[config.mk]
export PLATFORM = sky130hd
export DESIGN_NAME = rs232_tx_arbiter_flat
export DESIGN_NICKNAME = d
export VERILOG_FILES = /design/src/rtl/rs232_tx_arbiter_if.sv /design/src/rtl/rs232_tx_arbiter.sv /design/src/flat_wrapper.sv
export SDC_FILE = /design/constraint.sdc
export NUM_CORES = 1
export LEC_CHECK = 0
export CORE_MARGIN = 2
export CORE_UTILIZATION = 35
export DETAILED_ROUTE_END_ITERATION = 8
export PLACE_DENSITY = 0.67
export SYNTH_ARGS = -nofsm -noshare
export SYNTH_HDL_FRONTEND = slang
export SYNTH_SLANG_ARGS = --single-unit
[constraint.sdc]
create_clock -name clk -period 2 [get_ports clk]
set_input_delay 0.4 -clock clk [delete_from_list [all_inputs] [get_ports clk]]
set_output_delay 0.4 -clock clk [all_outputs]
set_load 0.1 [all_outputs]
[src/rtl/rs232_tx_arbiter_if.sv]
// ============================================================================
// Module   : rs232_tx_arbiter_if
// Brief    : Two-requester valid/ready byte handshake bundle for the TX arbiter.
// Revision : 1.0 - initial release
// ============================================================================
`default_nettype none

interface rs232_tx_arbiter_if;
   logic       req0_valid;
   logic [7:0] req0_data;
   logic       req0_ready;
   logic       req1_valid;
   logic [7:0] req1_data;
   logic       req1_ready;

   modport master (
      output req0_valid, req0_data, req1_valid, req1_data,
      input  req0_ready, req1_ready
   );

   modport slave (
      input  req0_valid, req0_data, req1_valid, req1_data,
      output req0_ready, req1_ready
   );
endinterface

`default_nettype wire

[src/rtl/rs232_tx_arbiter.sv]
// ============================================================================
// Module   : rs232_tx_arbiter
// Brief    : Round-robin two-way arbiter feeding an 8N1 RS232 frame serialiser.
//            Define RS232_TX_PARITY_EN for an 8E1 frame with even parity.
// Revision : 1.0 - initial release
// ============================================================================
`default_nettype none

module rs232_tx_arbiter #(
   parameter int CLKS_PER_BIT = 16
) (
   input  wire logic          clk,
   input  wire logic          rst,
   rs232_tx_arbiter_if.slave  req,
   output logic              tx,
   output logic              busy,
   output logic              active_id,
   output logic              frame_done
);

   localparam int c_CNT_W = (CLKS_PER_BIT > 1) ? $clog2(CLKS_PER_BIT) : 1;
   localparam logic [c_CNT_W-1:0] c_LAST = c_CNT_W'(CLKS_PER_BIT - 1);
   localparam logic [c_CNT_W-1:0] c_PRE  = c_CNT_W'(CLKS_PER_BIT - 2);
   localparam logic [c_CNT_W-1:0] c_ONE  = c_CNT_W'(1);

   typedef enum logic [2:0] {
      S_IDLE   = 3'd0,
      S_START  = 3'd1,
      S_DATA   = 3'd2,
`ifdef RS232_TX_PARITY_EN
      S_PARITY = 3'd3,
`endif
      S_STOP   = 3'd4
   } state_t;

   state_t             r_state;
   logic [c_CNT_W-1:0] r_cnt;
   logic [2:0]         r_bit;
   logic [7:0]         r_shift;
   logic               r_tx;
   logic               r_busy;
   logic               r_active_id;
   logic               r_last_grant;
   logic               r_frame_done;
`ifdef RS232_TX_PARITY_EN
   logic               r_parity;
`endif

   logic       w_idle;
   logic       w_pick1;
   logic       w_grant0;
   logic       w_grant1;
   logic [7:0] w_data;

   // On a tie the requester that did not win last time takes the grant.
   assign w_idle   = (r_state == S_IDLE);
   assign w_pick1  = req.req1_valid & (~req.req0_valid | ~r_last_grant);
   assign w_grant1 = w_idle & w_pick1;
   assign w_grant0 = w_idle & req.req0_valid & ~w_pick1;
   assign w_data   = w_pick1 ? req.req1_data : req.req0_data;

   assign req.req0_ready = w_grant0;
   assign req.req1_ready = w_grant1;

   assign tx         = r_tx;
   assign busy       = r_busy;
   assign active_id  = r_active_id;
   assign frame_done = r_frame_done;

   always_ff @(posedge clk or negedge rst) begin
      if (!rst) begin
         r_state      <= S_IDLE;
         r_cnt        <= '0;
         r_bit        <= '0;
         r_shift      <= '0;
         r_tx         <= 1'b1;
         r_busy       <= 1'b0;
         r_active_id  <= 1'b0;
         r_last_grant <= 1'b1;
         r_frame_done <= 1'b0;
`ifdef RS232_TX_PARITY_EN
         r_parity     <= 1'b0;
`endif
      end else begin
         case (r_state)
            S_IDLE: begin
               r_tx         <= 1'b1;
               r_busy       <= 1'b0;
               r_frame_done <= 1'b0;
               if (w_grant0 | w_grant1) begin
                  r_shift      <= w_data;
                  r_active_id  <= w_pick1;
                  r_last_grant <= w_pick1;
`ifdef RS232_TX_PARITY_EN
                  r_parity     <= ^w_data;
`endif
                  r_state      <= S_START;
                  r_cnt        <= '0;
                  r_tx         <= 1'b0;
                  r_busy       <= 1'b1;
               end
            end

            S_START: begin
               if (r_cnt == c_LAST) begin
                  r_state <= S_DATA;
                  r_cnt   <= '0;
                  r_bit   <= '0;
                  r_tx    <= r_shift[0];
               end else begin
                  r_cnt <= r_cnt + c_ONE;
               end
            end

            // tx is registered, so the next bit is taken from shift[1] as we shift.
            S_DATA: begin
               if (r_cnt == c_LAST) begin
                  r_cnt <= '0;
                  if (r_bit == 3'd7) begin
`ifdef RS232_TX_PARITY_EN
                     r_state <= S_PARITY;
                     r_tx    <= r_parity;
`else
                     r_state <= S_STOP;
                     r_tx    <= 1'b1;
`endif
                  end else begin
                     r_bit   <= r_bit + 3'd1;
                     r_shift <= {1'b0, r_shift[7:1]};
                     r_tx    <= r_shift[1];
                  end
               end else begin
                  r_cnt <= r_cnt + c_ONE;
               end
            end

`ifdef RS232_TX_PARITY_EN
            S_PARITY: begin
               if (r_cnt == c_LAST) begin
                  r_state <= S_STOP;
                  r_cnt   <= '0;
                  r_tx    <= 1'b1;
               end else begin
                  r_cnt <= r_cnt + c_ONE;
               end
            end
`endif

            S_STOP: begin
               if (r_cnt == c_LAST) begin
                  r_state      <= S_IDLE;
                  r_cnt        <= '0;
                  r_busy       <= 1'b0;
                  r_frame_done <= 1'b0;
                  r_tx         <= 1'b1;
               end else begin
                  r_cnt        <= r_cnt + c_ONE;
                  r_frame_done <= (r_cnt == c_PRE);
               end
            end

            default: begin
               r_state      <= S_IDLE;
               r_tx         <= 1'b1;
               r_busy       <= 1'b0;
               r_frame_done <= 1'b0;
            end
         endcase
      end
   end

endmodule

`default_nettype wire

[src/flat_wrapper.sv]
// flat-port wrapper written by rule: the top's interface ports become plain ports
module rs232_tx_arbiter_flat 
#(
   parameter int CLKS_PER_BIT = 16
)
  (clk, rst, tx, busy, active_id, frame_done, req_req0_valid, req_req0_data, req_req1_valid, req_req1_data, req_req0_ready, req_req1_ready);
  rs232_tx_arbiter_if req_i ();
  input  wire logic clk;
  input  wire logic rst;
  output logic tx;
  output logic busy;
  output logic active_id;
  output logic frame_done;
  input wire logic [$bits(req_i.req0_valid)-1:0] req_req0_valid;
  input wire logic [$bits(req_i.req0_data)-1:0] req_req0_data;
  input wire logic [$bits(req_i.req1_valid)-1:0] req_req1_valid;
  input wire logic [$bits(req_i.req1_data)-1:0] req_req1_data;
  output wire logic [$bits(req_i.req0_ready)-1:0] req_req0_ready;
  output wire logic [$bits(req_i.req1_ready)-1:0] req_req1_ready;
  assign req_i.req0_valid = req_req0_valid;
  assign req_i.req0_data = req_req0_data;
  assign req_i.req1_valid = req_req1_valid;
  assign req_i.req1_data = req_req1_data;
  assign req_req0_ready = req_i.req0_ready;
  assign req_req1_ready = req_i.req1_ready;
  rs232_tx_arbiter #(.CLKS_PER_BIT(CLKS_PER_BIT)) u_core (.clk(clk), .rst(rst), .req(req_i), .tx(tx), .busy(busy), .active_id(active_id), .frame_done(frame_done));
endmodule
==> flow_metrics.py <==
metrics = {
    "routing": {
        "wl_um": 2911,
        "drtPass1Iterations": 4,
        "post_detailed_route_wirelength_per_cell_um": 13.60,
        "drc": 0,
        "routed_via_density": 5.215,
        "route.vias.total": 1116,
        "detailedRoute.firstIterationViolations": 46,
        "ant_nets": 0,
    },
    "worst_setup_path": {
        "critPathRequiredTime_ps": 1600,
        "critical_path_end_type": "output pin",
        "ff2ff_setup_slack_ps": 130,
        "worst_r2r_startpoint": "u_core.r_state[2]",
        "critical_path.startpoint_type": "flop",
        "regToRegEndpoint": "u_core.r_shift[0]",
        "worst-path-max-fanout": 7,
        "critical_path_arrival_ps": 1540,
        "timing.setup.critical_path_class": "reg2out",
        "worst_r2r_path_depth": 4,
    },
    "synthesis": {
        "post_synth_instance_area_um2": 1275,
        "yosys.cell_types.count": 40,
        "synth-seq-cells": 23,
        "synth_nets": 155,
        "synthCells": 131,
        "yosys.area.top_type": "sky130_fd_sc_hd__dfrtp_1",
        "yosys-top-cells-area": "sky130_fd_sc_hd__dfrtp_1 41%, sky130_fd_sc_hd__nand2_1 6.2%, sky130_fd_sc_hd__o221a_1 6.2%",
        "seq_area_frac_synth_pct": 45.34,
        "yosysWarningCount": 0,
        "netlist.area_leader.share_pct": 41.22,
        "post_synth.cell_area_avg_um2": 9.733,
    },
    "pwr": {
        "power.leakage_nw": 0.7554,
        "power.density_nw_per_um2": 1222,
        "ir_worst_vdd_mv": 1.150,
    },
    "layout": {
        "fillCellCount": 318,
        "final_util_pct": 50.44,
        "layout-drive-gt1-share_pct": 21.43,
        "antenna_cells_inserted": 0,
        "synthToLayoutAreaGrowth_pct": 35.13,
        "post_layout_nonfiller_instances": 214,
        "layout_common_cells": "20 x sky130_fd_sc_hd__nand2_1, 20 x sky130_fd_sc_hd__dfrtp_1, 19 x sky130_fd_sc_hd__clkdlybuf4s50_1",
        "nNetsFinal": 193,
    },
    "sta": {
        "maximum_clock_skew_at_final_layout_ps": 3.545,
        "report.final.slew_viol_count": 0,
        "layout_worst_path_cycle_share_pct": 96.81,
        "period_needed_ps": 1936,
        "peak_clock_frequency_supported_by_timing_ghz": 0.5165,
        "setup-violations-final": 0,
        "worst_pin_slew_ps": 412.7,
        "relSlewSlack_pct": 72.49,
        "timing.final.hold_violations": 0,
    },
    "floorplan": {
        "die_y_um": 64.36,
        "core_area_um2": 3416,
        "dieArea_um2": 4142,
        "pin_count": 26,
        "initial_utilization_pct": 37.33,
        "die_x_um": 64.36,
        "floorplan.rows": 21,
    },
    "status": {
        "run_status": "completed",
    },
    "clock_network": {
        "cts_num_sinks": 23,
        "cts_tree": "yes",
        "worstSkewPairLatency_ps": 310,
        "cts_hold_repair.buffers": 0,
        "tritoncts.num_buffers": 3,
        "ctsRootBufferMaster": "sky130_fd_sc_hd__clkbuf_4",
        "max_h_tree_level": 1,
        "cts_max_path_buffers": 2,
        "clkTransAtPathRegs_ps": 130,
    },
    "place": {
        "dp_cells": 203,
        "place.gp.congestion": 0.7993,
        "placement.io_buffers": 25,
        "dp_hpwl_um": 2182,
    },
    "global_route": {
        "maximum_number_of_pins_on_one_net_before_global_route_repair": 24,
        "grt_pass1_vias": 1057,
        "total_track_usage_pct": 15.15,
        "grt_first_pass_wirelength_um": 4878,
        "antenna_found_initial": 0,
        "globalRouteOverflowTotal": 0,
    },
    "min_path": {
        "worst_hold_path_type": "in2async",
    },
    "job": {
        "max_cap_violations": 0,
    },
}
## stage by stage
step	total power, mW	hold WS [ps]	instance area, um2	setup WS [ps]	TNS (ps)
finish	2.105	412.0	1723	63.86	0
global route	2.264	430.9	1723	-8.165	-8.165
CTS	2.102	418.0	1688	0.6907	0
detailed placement	1.868	485.5	1635	101.7	0
global placement	1.837	480.6	1635	132.2	0
floorplan	1.545	104.4	1286	28.40	0
## sequential cells by signal, summed over array words and instances (netlist names)
signal               count
u_core.r_last_grant      1
u_core.active_id         1
u_core.frame_done        1
u_core.busy              1
u_core.tx                1
u_core.r_bit             3
u_core.r_state           3
u_core.r_shift           8
u_core.r_cnt             4
## cell families (layout without fill, tap and decap cells)
logic type      Yosys count  in the layout  share of synthesized area (%)
simple gates             57             57                          23.36
compound gates           35             35                          21.00
flops                    23             23                          45.34
buf+inv                   8             45                          3.239
fa+ha+maj                 4              4                          3.926
mux                       3              3                          2.453
xor+xnor                  1              1                         0.6871
## synthesized netlist by cell type
master / n
sky130_fd_sc_hd__inv_1: 2
sky130_fd_sc_hd__ha_1: 4
sky130_fd_sc_hd__and3b_1: 1
sky130_fd_sc_hd__nor3_4: 1
sky130_fd_sc_hd__or3b_1: 1
sky130_fd_sc_hd__nand2b_1: 1
sky130_fd_sc_hd__or2_2: 1
sky130_fd_sc_hd__a211o_1: 2
sky130_fd_sc_hd__o21ai_0: 4
sky130_fd_sc_hd__o2bb2ai_1: 1
sky130_fd_sc_hd__nand2_1: 21
sky130_fd_sc_hd__buf_2: 3
sky130_fd_sc_hd__a31oi_1: 1
sky130_fd_sc_hd__a21o_1: 2
sky130_fd_sc_hd__a21bo_2: 1
sky130_fd_sc_hd__o21a_1: 2
sky130_fd_sc_hd__clkbuf_1: 2
sky130_fd_sc_hd__or3b_4: 1
sky130_fd_sc_hd__nor2_1: 5
sky130_fd_sc_hd__dfrtp_1: 21
sky130_fd_sc_hd__mux2_2: 1
sky130_fd_sc_hd__a21boi_1: 1
sky130_fd_sc_hd__nand4_1: 1
sky130_fd_sc_hd__mux2i_1: 2
sky130_fd_sc_hd__a22o_1: 2
sky130_fd_sc_hd__buf_6: 1
sky130_fd_sc_hd__o21ai_1: 1
sky130_fd_sc_hd__o221a_1: 7
sky130_fd_sc_hd__o21ai_2: 1
sky130_fd_sc_hd__nand3_1: 13
sky130_fd_sc_hd__and3_1: 1
sky130_fd_sc_hd__dfstp_2: 2
sky130_fd_sc_hd__xnor2_1: 1
sky130_fd_sc_hd__nand2_4: 1
sky130_fd_sc_hd__or3_1: 2
sky130_fd_sc_hd__a32oi_1: 2
sky130_fd_sc_hd__nor2b_1: 4
sky130_fd_sc_hd__a21oi_1: 8
sky130_fd_sc_hd__and2_1: 1
sky130_fd_sc_hd__nor3_1: 2
## layout make-up
| type | instances | area [um2] | area share, % |
|---|---|---|---|
| Clock buffer | 3 | 22.52 | 1.307 |
| Clock inverter | 1 | 5.005 | 0.2905 |
| Timing Repair Buffer | 39 | 381.6 | 22.15 |
| Sequential cell | 23 | 579.3 | 33.62 |
| Tap cell | 46 | 57.56 | 3.341 |
| Inverter | 2 | 7.507 | 0.4357 |
| Multi-Input combinational cell | 100 | 669.4 | 38.85 |
## worst max path at each step
| stage | start | end | slack, ps |
|---|---|---|---|
| 2_1_floorplan | req_req1_valid | req_req1_ready | 30 |
| 3_3_place_gp | req_req0_valid | req_req1_ready | 130 |
| 3_5_place_dp | req_req0_valid | req_req0_ready | 100 |
| 4_1_cts | u_core.r_state[2] | req_req0_ready | 0.7 |
| 5_1_grt | u_core.r_state[1] | req_req0_ready | -8 |
| 6_report | u_core.r_state[1] | req_req0_ready | 60 |
## per-layer routing
layer / GRT usage, % / wire length (um) / vias to the layer above
met3: 2.289 / 107 / 5
li1: - / - / 553
met2: 24.09 / 1439 / 29
met1: 20.40 / 1319 / 529
met5: 0 / 0 / -
met4: 6.649 / 45 / 0
## timing repair
item,CTS,global route
resized for setup,1,2
pin swaps,2,1
cloned,0,0
buffers inserted,3,4
setup endpoints to repair,2,2
## critical path, cell delays in order, from the launching register on
cell and delay (ps):
sky130_fd_sc_hd__dfrtp_2 480, sky130_fd_sc_hd__nor3_4 280, sky130_fd_sc_hd__nand2_2 100, sky130_fd_sc_hd__a21oi_4 160
sky130_fd_sc_hd__buf_12 190
## where the power goes
part           internal [mW]  switching, mW  leakage [nW]
combinational          0.443          0.629         0.462
sequential             0.657          0.156         0.275
clock                 0.0748          0.145        0.0177
total                   1.18          0.930         0.755
Note: power is estimated with default switching activity, not from simulation.
